==> src/rtl/fir_coeff_load_ctrl.sv <==
// Coefficient reload sequencer: streams NUM_TAPS beats into the FIR coefficient array
// and holds the datapath while loading. Optional checksum accumulator under COEFF_CHECKSUM_EN.
module fir_coeff_load_ctrl #(
  parameter int NUM_TAPS = 71,
  parameter int COEFF_W  = 8,
  parameter int ADDR_W   = 7
) (
  input  logic                      clk,
  input  logic                      rst,
  input  logic                      start,
  input  logic                      abort,
  input  logic                      s_valid,
  input  logic signed [COEFF_W-1:0] s_data,
  output logic                      s_ready,
  output logic        [ADDR_W-1:0]  coef_addr,
  output logic signed [COEFF_W-1:0] coef_data,
  output logic                      coef_we,
  output logic                      dp_hold,
  output logic                      busy,
  output logic                      done,
  output logic                      aborted,
  output logic        [ADDR_W-1:0]  load_count,
  output logic signed [15:0]        checksum
);

  localparam logic [1:0] S_IDLE = 2'd0;
  localparam logic [1:0] S_LOAD = 2'd1;
  localparam logic [1:0] S_DONE = 2'd2;

  typedef struct packed {
    logic        [ADDR_W-1:0]  addr;
    logic signed [COEFF_W-1:0] data;
  } coef_wr_t;

  logic [1:0] state;
  coef_wr_t   wr;
  logic       load_go;
  logic       beat_acc;
  logic       last_beat;

  assign load_go   = (state == S_IDLE) & start & ~abort;
  assign s_ready   = (state == S_LOAD) & ~abort;
  assign beat_acc  = s_valid & s_ready;
  assign last_beat = beat_acc & (load_count == ADDR_W'(NUM_TAPS - 1));

  assign busy      = (state == S_LOAD) | (state == S_DONE);
  assign dp_hold   = busy;
  assign done      = (state == S_DONE);
  assign coef_addr = wr.addr;
  assign coef_data = wr.data;

  always_ff @(posedge clk) begin
    if (rst) begin
      state      <= S_IDLE;
      wr         <= '0;
      coef_we    <= 1'b0;
      aborted    <= 1'b0;
      load_count <= '0;
    end else begin
      coef_we <= beat_acc;
      aborted <= 1'b0;
      // write address is the pre-increment count; data/addr hold between writes
      if (beat_acc) begin
        wr         <= '{addr: load_count, data: s_data};
        load_count <= load_count + 1'b1;
      end else if (load_go) begin
        load_count <= '0;
      end
      case (state)
        S_IDLE: if (load_go) state <= S_LOAD;
        S_LOAD: begin
          if (abort) begin
            state   <= S_IDLE;
            aborted <= 1'b1;
          end else if (last_beat) begin
            state <= S_DONE;
          end
        end
        S_DONE:  state <= S_IDLE;
        default: state <= S_IDLE;
      endcase
    end
  end

`ifdef COEFF_CHECKSUM_EN
  logic signed [15:0] csum;

  always_ff @(posedge clk) begin
    if (rst || load_go) csum <= '0;
    else if (beat_acc)  csum <= csum + {{(16-COEFF_W){s_data[COEFF_W-1]}}, s_data};
  end

  assign checksum = csum;
`else
  assign checksum = '0;
`endif

endmodule

==> config.mk <==
export PLATFORM = sky130hd
export DESIGN_NAME = fir_coeff_load_ctrl
export DESIGN_NICKNAME = d
export VERILOG_FILES = /design/src/rtl/fir_coeff_load_ctrl.sv
export SDC_FILE = /design/constraint.sdc
export NUM_CORES = 1
export LEC_CHECK = 0
export ABC_AREA = 1
export CAP_MARGIN = 20
export CORE_MARGIN = 3
export CORE_UTILIZATION = 37
export DETAILED_ROUTE_END_ITERATION = 8
export PLACE_DENSITY = 0.84
export RECOVER_POWER = 50
export SLEW_MARGIN = 20
export SYNTH_ARGS = -nofsm -noshare
export SYNTH_HDL_FRONTEND = slang
export SYNTH_SLANG_ARGS = --single-unit
export TNS_END_PERCENT = 30
==> constraint.sdc <==
create_clock -name clk -period 1.1 [get_ports clk]
set_input_delay 0.33 -clock clk [delete_from_list [all_inputs] [get_ports clk]]
set_output_delay 0.33 -clock clk [all_outputs]
set_load 0.01 [all_outputs]
# Word-level counts from Yosys, hierarchy flattened
# Cells that the tools add are included.
dict set report totals {
  reg_bits 26
  out_inout_bits 44
  input_bits 13
}
dict set report classes {
  n_mux 7
  bitwise_logic 8
  eq_ne 5
  n_reduce_logical 4
  n_addsub 1
}
# cell n
set ops {}
lappend ops {{$mux W7} 2}
lappend ops {{$add A7 B1 Y7 const B} 1}
lappend ops {{$eq A7 B7 Y1 const B} 1}
lappend ops {{$mux W2} 3}
lappend ops {{$and A1 B1 Y1} 5}
lappend ops {{$pmux W2 S2} 1}
lappend ops {{$ne A3 B3 Y1 const B} 1}
lappend ops {{$eq A2 B1 Y1 const B} 1}
lappend ops {{$eq A2 B2 Y1 const B} 1}
lappend ops {{$logic_not A2 Y1} 1}
lappend ops {{$ne A2 B2 Y1 const B} 1}
lappend ops {{$not A1 Y1} 2}
lappend ops {{$reduce_and A2 Y1} 1}
lappend ops {{$reduce_bool A2 Y1} 1}
lappend ops {{$reduce_or A2 Y1} 1}
lappend ops {{$mux W1} 1}
lappend ops {{$or A1 B1 Y1} 1}

# Longest topological paths before layout
# Gate-level depths: netlist (run 1).
dict set report logic_depth {
  ltp_word 7
  mapped_depth 9
  mapped_depth_nobuf 9
}

# Worst setup path before layout (run 1)
# OpenSTA, ideal clock, no wires.
dict set report synth_timing {
  path_type {register -> output}
  from {register state[0]}
  to {output port dp_hold}
  arrival_ns 0.891
  setup_slack_ns -0.121
  stages_incl_launch_ff 4
  cell_sequence {dfxtp_1 inv_1 ha_1 buf_4}
}
dict set report synth_via {
  elab_chain_cells 2
}
# item line
set synth_lines {}
lappend synth_lines {{start, declared} 35} ;# logic [1:0] state;
lappend synth_lines {{start signal, assigned} 54} ;# state <= S_IDLE;
lappend synth_lines {{start signal, assigned} 70} ;# S_IDLE: if (load_go) state <= S_LOAD;
lappend synth_lines {{start signal, assigned} 73} ;# state <= S_IDLE;
lappend synth_lines {{$eq A2 B1 Y1 or $eq A2 B2 Y1 (tied branches)} 46} ;# assign busy = (state == S_LOAD) | (state == S_DONE);
lappend synth_lines {{$or A1 B1 Y1 *} 46}
lappend synth_lines {{end, declared} 18} ;# output logic dp_hold,
# Mark *: on every way between the ends. The rest lies on a longest branch, timed or not.

# Worst setup path in the final report (run 1)
# Same ends and word-level chain as after synthesis.

==> results of run 1 <==
[cells in the mapped netlist]
master / number
buf_4: 19
nand2_2: 1
nand2_1: 42
inv_2: 3
buf_6: 1
nor2_2: 1
o31ai_2: 1
nand3_1: 7
a21oi_1: 18
nand3_4: 1
a31oi_1: 1
nor2_1: 11
dfxtp_1: 26
inv_1: 10
ha_1: 6
o21ai_1: 1
buf_2: 3
conb_1: 1
o21a_1: 1
nand3_2: 1
a21oi_2: 1
o21ai_0: 7
nand4_1: 2
[logic make-up (layout without fill, tap and decap cells)]
| family | count (synthesis) | in the layout | synth area share |
|---|---|---|---|
| AND/OR/NAND/NOR | 66 | 66 | 0.226 |
| buffers and inverters | 36 | 93 | 0.172 |
| AO/OA/AOI/OAI | 30 | 30 | 0.130 |
| flip-flops | 26 | 26 | 0.410 |
| adder cells (fa/ha/maj) | 6 | 6 | 0.0592 |
| other | 1 | 16 | 0.00296 |
[routing by layer]
metal	wire length (um)	global-route usage	vias up	share of wire
li1	-	-	638	-
met1	1390	0.184	610	0.40
met2	1760	0.269	62	0.51
met3	272	0.0537	6	0.078
met4	38	0.0343	0	0.011
met5	0	0	-	0
[sequential cells by signal, indices dropped and copies added, names as in the netlist]
register and cells:
state 2, load_count 7, coef_data 8, coef_we 1, aborted 1, coef_addr 7
[through the flow]
stage,util,worst slack [ns],instances
floorplan,-,-0.0200,180
global placement,0.593,-0.694,270
detailed placement,0.593,-0.727,270
CTS,0.635,-0.385,278
global route,0.678,-0.430,281
finish,0.678,-0.377,281
[tightest hold or removal path: cells and delay by family]
family,cells,cell delay (ns)
simple gates,2,0.10
buf+inv,1,0.25
[final cells by class]
type                    instances  area share
flip-flops and latches         26       0.260
well taps                      44      0.0258
inverters                      13      0.0275
clock buffers                   4      0.0170
multi-input cells             118       0.338
repair buffers                 76       0.331
[final timing paths]
kind / startpoint / to / slack (ns) / cells past startpoint
worst max-delay path: state[0] / dp_hold / -0.38 / 3
worst min-delay path: abort / aborted / 0.37 / 3
worst min register to register: coef_data[1] / coef_data[1] / 0.48 / 2
worst max register to register: state[1] / state[0] / -0.33 / 10
[what timing repair did]
action,CTS,global route
hold buffers,0,0
endpoints found under the setup margin,53,53
endpoints found under the hold margin,0,0
resized for setup,167,30
pin swaps,3,9
buffers inserted,4,4
[power groups by stage]
stage	sequential [mW]	clock, mW	combinational [mW]
5_1_grt	1.14	0.550	1.51
4_1_cts	1.13	0.514	1.24
3_5_place_dp	1.12	0	1.13
3_3_place_gp	1.12	0	1.10
6_report	1.13	0.504	1.40
2_1_floorplan	1.15	0	0.669
==> results.toml, run 1 <==
[status]
status = "finished, violations left"
violations = "negative setup slack"

[global_routing]
grt_overflow_total = 0
grt_pass1_vias = 1187
grt_max_degree = 15
grt_pass1_wl_um = 5200
antenna_found_initial = 0
grt_usage = 0.155

[floorplanning]
pin_count = 57
initial_core_util = 0.402
num_rows = 20
die_x_um = 64.6
die-height_um = 64.6
design.core.area_sq_um = 3150
die-area_sq_um = 4170

[routing]
drtIter0Drc = 41
route.final.wire_length_um = 3470
routed_via_density = 4.68
dr.pass1.iters = 5
final_antenna_net_count = 0
wl_per_cell_um = 12.3
drc_errors = 0
via_count = 1316

[clock_network]
clk_path_buf_depth = 2
clock-sinks = 26
cts_buffers = 3
cts_tree = "built"
path_clk_slew_ns = 0.15
htree_levels = 1
worstSkewPairLatency_ns = 0.33
cts_root_buffer = "clkbuf_4"

[final_layout]
final-seq-area_sq_um = 556
area_growth_pct = 68.4
diodes = 0
layout_common_cells = "32 x nand2_1, 31 x buf_6, 30 x buf_4"
drive_gt1_frac = 0.549
finish.net_count = 257
final_common_cell = "nand2_1"
stdcell_area_sq_um = 2140
fillers = 246
multi_input_area_sq_um = 723

[setup_path]
cp_max_fo = 3
crit_family = "flip-flops"
max_stage_delay_ns = 0.41
slowest_stage = "dfxtp_4"
critical_path_class = "flip-flop to output port"
worst_ep_arrival_time_ns = 1.15
worstPathCellList = "inv_4 -> ha_4 -> buf_6"
worstPathRequired_ns = 0.77
end_kind = "output port"
crit_path_start_kind = "flip-flop"
path_buf_inv = 2

[logic_synthesis]
synth_cell_type_count = 23
yosysSeqAreaShare = 0.410
syn_area_sq_um = 1270
synth_warnings = 0
ys_ff_latch = 26
synth.top_cell.area_share = 0.410
yosysTopAreaCell = "dfxtp_1"
syn_area_per_cell_sq_um = 7.69
syn_inst = 165
ys_top_cells_by_area = "dfxtp_1 41%, nand2_1 12%, buf_4 11%, a21oi_1 7.1%, ha_1 5.9%"

[timing]
setup_tns_ns = -8.20
fin_crit_ns = 1.48
whs_ns = 0.370
skew_ns = 0.00968
fmax_mhz = 677
drv_slew = 0
setup_viol = 53
rsz0062_at_grt = "true"
hold_viol = 0
fin_crit_sh = 1.34
setup_ws_ns = -0.377

[pwr]
p_int_mw = 1.99
seqPwrFrac = 0.372
comb_power_share = 0.462
powerDensity_nw_per_um2 = 1420
swShare = 0.344
ir_worst_vdd_v = 0.000783
p_leak_nw = 0.917
clkPwrFrac = 0.166
switchingPower_mw = 1.04
finalPower_mw = 3.03

[place]
place.gp.congestion = 0.784
dp_hpwl_um = 2370
place_area_sq_um = 1870
io_buffer_count = 40

[hold_path]
hold_class = "input pin to flip-flop"

[job]
maxCapViolations = 0
No activity file was read; power rests on OpenSTA's default activity.
==> run 2: changes to the inputs <==
--- a/config.mk
+++ b/config.mk
@@ -7,7 +7,7 @@
 export LEC_CHECK = 0
 export ABC_AREA = 1
 export CAP_MARGIN = 20
-export CORE_MARGIN = 3
+export CORE_MARGIN = 2
 export CORE_UTILIZATION = 37
 export DETAILED_ROUTE_END_ITERATION = 8
 export PLACE_DENSITY = 0.84
==> run 2 against run 1 <==
  * The run still ends with negative setup slack left
  * Wire length decreased by 8.0%
  * Clock power about the same
  * Via count decreased by 5.0%
  * Critical path depth increased by 1
  * Highest routed layer unchanged
  * Clock-buffer cell count unchanged
==> results.toml, run 2 (synthesis gave the netlist of run 1 again) <==
[status]
status = "finished, violations left"
violations = "negative setup slack"

[job]
maxCapViolations = 0

[global_routing]
antenna_found_initial = 0
grt_pass1_wl_um = 4910
grt_max_degree = 16
grt_overflow_total = 0
grt_pass1_vias = 1157
grt_usage = 0.153

[clock_network]
path_clk_slew_ns = 0.15
cts_tree = "built"
cts_buffers = 3
postCtsHoldBufs = 0
clock-sinks = 26
worstSkewPairLatency_ns = 0.33
clk_path_buf_depth = 2
cts_root_buffer = "clkbuf_4"
htree_levels = 1

[floorplanning]
initial_core_util = 0.383
num_rows = 21
design.core.area_sq_um = 3310
pin_count = 57
die-area_sq_um = 3910
die-height_um = 62.6
die_x_um = 62.6

[setup_path]
reg2reg_depth = 8
worstPathRequired_ns = 0.77
end_kind = "output port"
crit_path_start_kind = "flip-flop"
cp_max_fo = 3
critical_path_class = "flip-flop to output port"
worst_ep_arrival_time_ns = 1.19

[routing]
final_antenna_net_count = 0
wl_per_cell_um = 11.4
drc_errors = 0
route.final.wire_length_um = 3190
via_count = 1250
dr.pass1.iters = 4
drtIter0Drc = 46
routed_via_density = 4.48

[place]
place_area_sq_um = 1870
place.gp.congestion = 0.891
dp_slack_ns = -0.754
dp_hpwl_um = 2300
io_buffer_count = 40

[pwr]
p_leak_nw = 0.901
finalPower_mw = 3.03
powerDensity_nw_per_um2 = 1430
switchingPower_mw = 1.04
p_int_mw = 1.99
clkPwrFrac = 0.165
swShare = 0.343
seqPwrFrac = 0.369
ir_worst_vdd_v = 0.000940
comb_power_share = 0.465

[timing]
fmax_mhz = 657
setup_ws_ns = -0.422
fin_crit_ns = 1.52
fin_crit_sh = 1.38
drv_slew = 0
hold_viol = 0
setup_viol = 53
rsz0062_at_grt = "true"
skew_ns = 0.00435

[final_layout]
finish.net_count = 253
area_growth_pct = 67.5
drive_gt1_frac = 0.511
final_common_cell = "nand2_1"
largest_reg_flops = 8
diodes = 0
layout_common_cells = "38 x nand2_1, 30 x buf_6, 25 x buf_4"
fillers = 271
stdcell_area_sq_um = 2120

[hold_path]
hold_class = "flip-flop to flip-flop"
hold_depth = 2
## run 2: changes by cell type in the layout (fill, tap and decap cells not counted), sizes merged
cell | previous run | this run
clkbuf | 4 | 6
dlygate4sd2 | 1 | 0
buf | 64 | 58
clkdlybuf4s50 | 11 | 12
## run 2: cell type report
class,count,area [sq um],share of cell area
well taps,46,57.6,0.0271
repair buffers,72,708,0.333
inverters,13,66.3,0.0312
clock buffers,4,36.3,0.0171
multi-input cells,118,699,0.329
flip-flops and latches,26,557,0.262
## run 2: timing repair
action | 4_1_cts | 5_1_grt
endpoints found under the setup margin | 53 | 53
pin swaps | 4 | 5
resized for setup | 164 | 28
cloned | 0 | 1
buffers inserted | 4 | 0
## run 2: final timing paths
| path | slack [ns] | startpoint | end |
|---|---|---|---|
| max | -0.42 | state[0] | busy |
| min | 0.48 | coef_data[0] | coef_data[0] |
| min reg2reg | 0.48 | coef_data[0] | coef_data[0] |
| max reg2reg | -0.36 | state[0] | load_count[6] |
## run 2: critical path: stages, from the launching register on
cell	delay, ns
dfxtp_4	0.37
buf_6	0.11
inv_4	0.06
ha_4	0.20
buf_6	0.12
## run 2: metrics by stage
step,cells,TNS [ns],util,hold slack [ns]
after detailed placement,270,-15.56,0.565,0.450
after global placement,270,-15.18,0.565,0.445
final,279,-8.85,0.642,0.478
after CTS,278,-7.79,0.603,0.474
after floorplan,180,-0.0379,-,0.451
after global routing,279,-11.51,0.642,0.489
## run 2: power by group through the flow
stage | sequential, mW | clock (mW) | combinational [mW]
after CTS | 1.12 | 0.508 | 1.29
after detailed placement | 1.13 | 0 | 1.14
after floorplan | 1.15 | 0 | 0.669
after global placement | 1.12 | 0 | 1.10
after global routing | 1.13 | 0.547 | 1.53
final | 1.12 | 0.501 | 1.41
## run 2: per-layer routing
layer	wire length [um]	vias up	part of all wire	global-route usage
met5	0	-	0	0
li1	-	631	-	-
met2	1720	48	0.54	0.280
met4	23	0	0.0072	0.0472
met1	1210	567	0.38	0.177
met3	241	4	0.076	0.0324
==> run 3: changes to the inputs <==
--- a/config.mk
+++ b/config.mk
@@ -6,12 +6,13 @@
 export NUM_CORES = 1
 export LEC_CHECK = 0
 export ABC_AREA = 1
-export CAP_MARGIN = 20
+export CAP_MARGIN = 25
 export CORE_MARGIN = 2
 export CORE_UTILIZATION = 37
 export DETAILED_ROUTE_END_ITERATION = 8
 export PLACE_DENSITY = 0.84
 export RECOVER_POWER = 50
+export SKIP_CTS_REPAIR_TIMING = 1
 export SLEW_MARGIN = 20
 export SYNTH_ARGS = -nofsm -noshare
 export SYNTH_HDL_FRONTEND = slang
==> run 3 against run 2 <==
  * Worst setup slack lost 0.024 ns
  * Fmax shrank 1.5%
  * Combinational power shrank 4%
  * Die area is the same
  * First-iteration DRC count grew 8.7%
  * The flow still finishes with violations (negative setup slack)
  * Sequential share of layout area grew 0.81 points
  * Register-to-register slack gained 0.03 ns
  * Power shrank 2.2%
  * Cell count shrank 0.36%
==> results.toml, run 3 (synthesis gave the netlist of run 1 again) <==
[status]
status = "finished, violations left"
violations = "negative setup slack"

[setup_path]
max_stage_delay_ns = 0.38
path_buf_inv = 3
crit_family = "flip-flops"
cp_max_fo = 3
worst_ep_arrival_time_ns = 1.22
crit_path_start_kind = "flip-flop"
worstPathRequired_ns = 0.77
critical_path_class = "flip-flop to output port"
end_kind = "output port"
slowest_stage = "dfxtp_4"
worstPathCellList = "buf_4 -> ha_4 -> nand2_4 -> inv_4 -> buf_6"

[routing]
drc_errors = 0
dr.pass1.iters = 4
wl_per_cell_um = 11.2
via_count = 1247
final_antenna_net_count = 0
routed_via_density = 4.49
drtIter0Drc = 50
route.final.wire_length_um = 3110

[global_routing]
grt_max_degree = 16
grt_overflow_total = 0
grt_usage = 0.147
antenna_found_initial = 0
grt_pass1_vias = 1134
grt_pass1_wl_um = 4730

[timing]
setup_ws_ns = -0.446
setup_tns_ns = -8.36
rsz0062_at_grt = "true"
setup_viol = 53
fin_crit_ns = 1.55
skew_ns = 0.00191
whs_ns = 0.477
fmax_mhz = 647
drv_slew = 0
hold_viol = 0
fin_crit_sh = 1.41

[floorplanning]
design.core.area_sq_um = 3310
pin_count = 57
die_x_um = 62.6
initial_core_util = 0.383
num_rows = 21
die-area_sq_um = 3910
die-height_um = 62.6

[pwr]
powerDensity_nw_per_um2 = 1440
ir_worst_vdd_v = 0.000882
finalPower_mw = 2.97
p_leak_nw = 0.890

[final_layout]
final-seq-area_sq_um = 558
fillers = 286
area_growth_pct = 62.8
finish.net_count = 252
drive_gt1_frac = 0.500
layout_common_cells = "38 x nand2_1, 31 x buf_6, 27 x buf_4"
final_common_cell = "nand2_1"
diodes = 0
largest_reg_flops = 8
fin_util = 0.624
multi_input_area_sq_um = 661

[clock_network]
htree_levels = 1
cts_tree = "built"
worstSkewPairLatency_ns = 0.32
clock-sinks = 26
path_clk_slew_ns = 0.14
cts_root_buffer = "clkbuf_4"
cts_buffers = 3
clk_path_buf_depth = 2

[hold_path]
hold_class = "flip-flop to flip-flop"

[place]
dp_hpwl_um = 2300
place.gp.congestion = 0.891
io_buffer_count = 40

[job]
maxCapViolations = 0
==> run 3: cell count changes in the layout (fill, tap and decap cells not counted), sizes merged <==
cell | before | now
clkbuf | 6 | 4
buf | 58 | 59
==> run 3: path summary, 6_finish.rpt <==
kind              cells past startpoint         start  slack (ns)            end
setup / recovery                      5      state[0]       -0.45        s_ready
hold / removal                        2  coef_data[0]        0.48   coef_data[0]
setup reg to reg                      8      state[0]       -0.33  load_count[6]
hold reg to reg                       2  coef_data[0]        0.48   coef_data[0]
==> run 3: per-layer routing <==
metal,GRT usage,part of all wire
met1,0.163,0.41
met3,0.0342,0.059
met4,0.0583,0.0032
met2,0.270,0.53
met5,0,0
==> run 3: report_power, final <==
part	switching [mW]	internal (mW)	total, mW
registers	0.0730	1.05	1.12
logic	0.630	0.721	1.35
clock network	0.289	0.202	0.491
==> run 3: final cells by class <==
type	count	area share
repair buffers	71	0.335
multi-input cells	118	0.320
flip-flops and latches	26	0.270
inverters	13	0.0297
well taps	46	0.0279
clock buffers	4	0.0176
==> run 3: worst register-to-register path, cell delays in order (launching register included) <==
cell and delay [ns]:
dfxtp_4 0.38, buf_4 0.14, ha_4 0.16, buf_4 0.14, nand3_4 0.10, nand2_2 0.10, inv_4 0.09, nand2_1 0.05
a31oi_1 0.19
==> run 3: stage by stage <==
step | instance area [sq um] | cells | setup WS [ns]
floorplan | 1370 | 180 | -0.0200
global placement | 1870 | 270 | -0.744
detailed placement | 1870 | 270 | -0.754
CTS | 1910 | 274 | -0.834
global route | 2070 | 278 | -0.500
finish | 2070 | 278 | -0.446
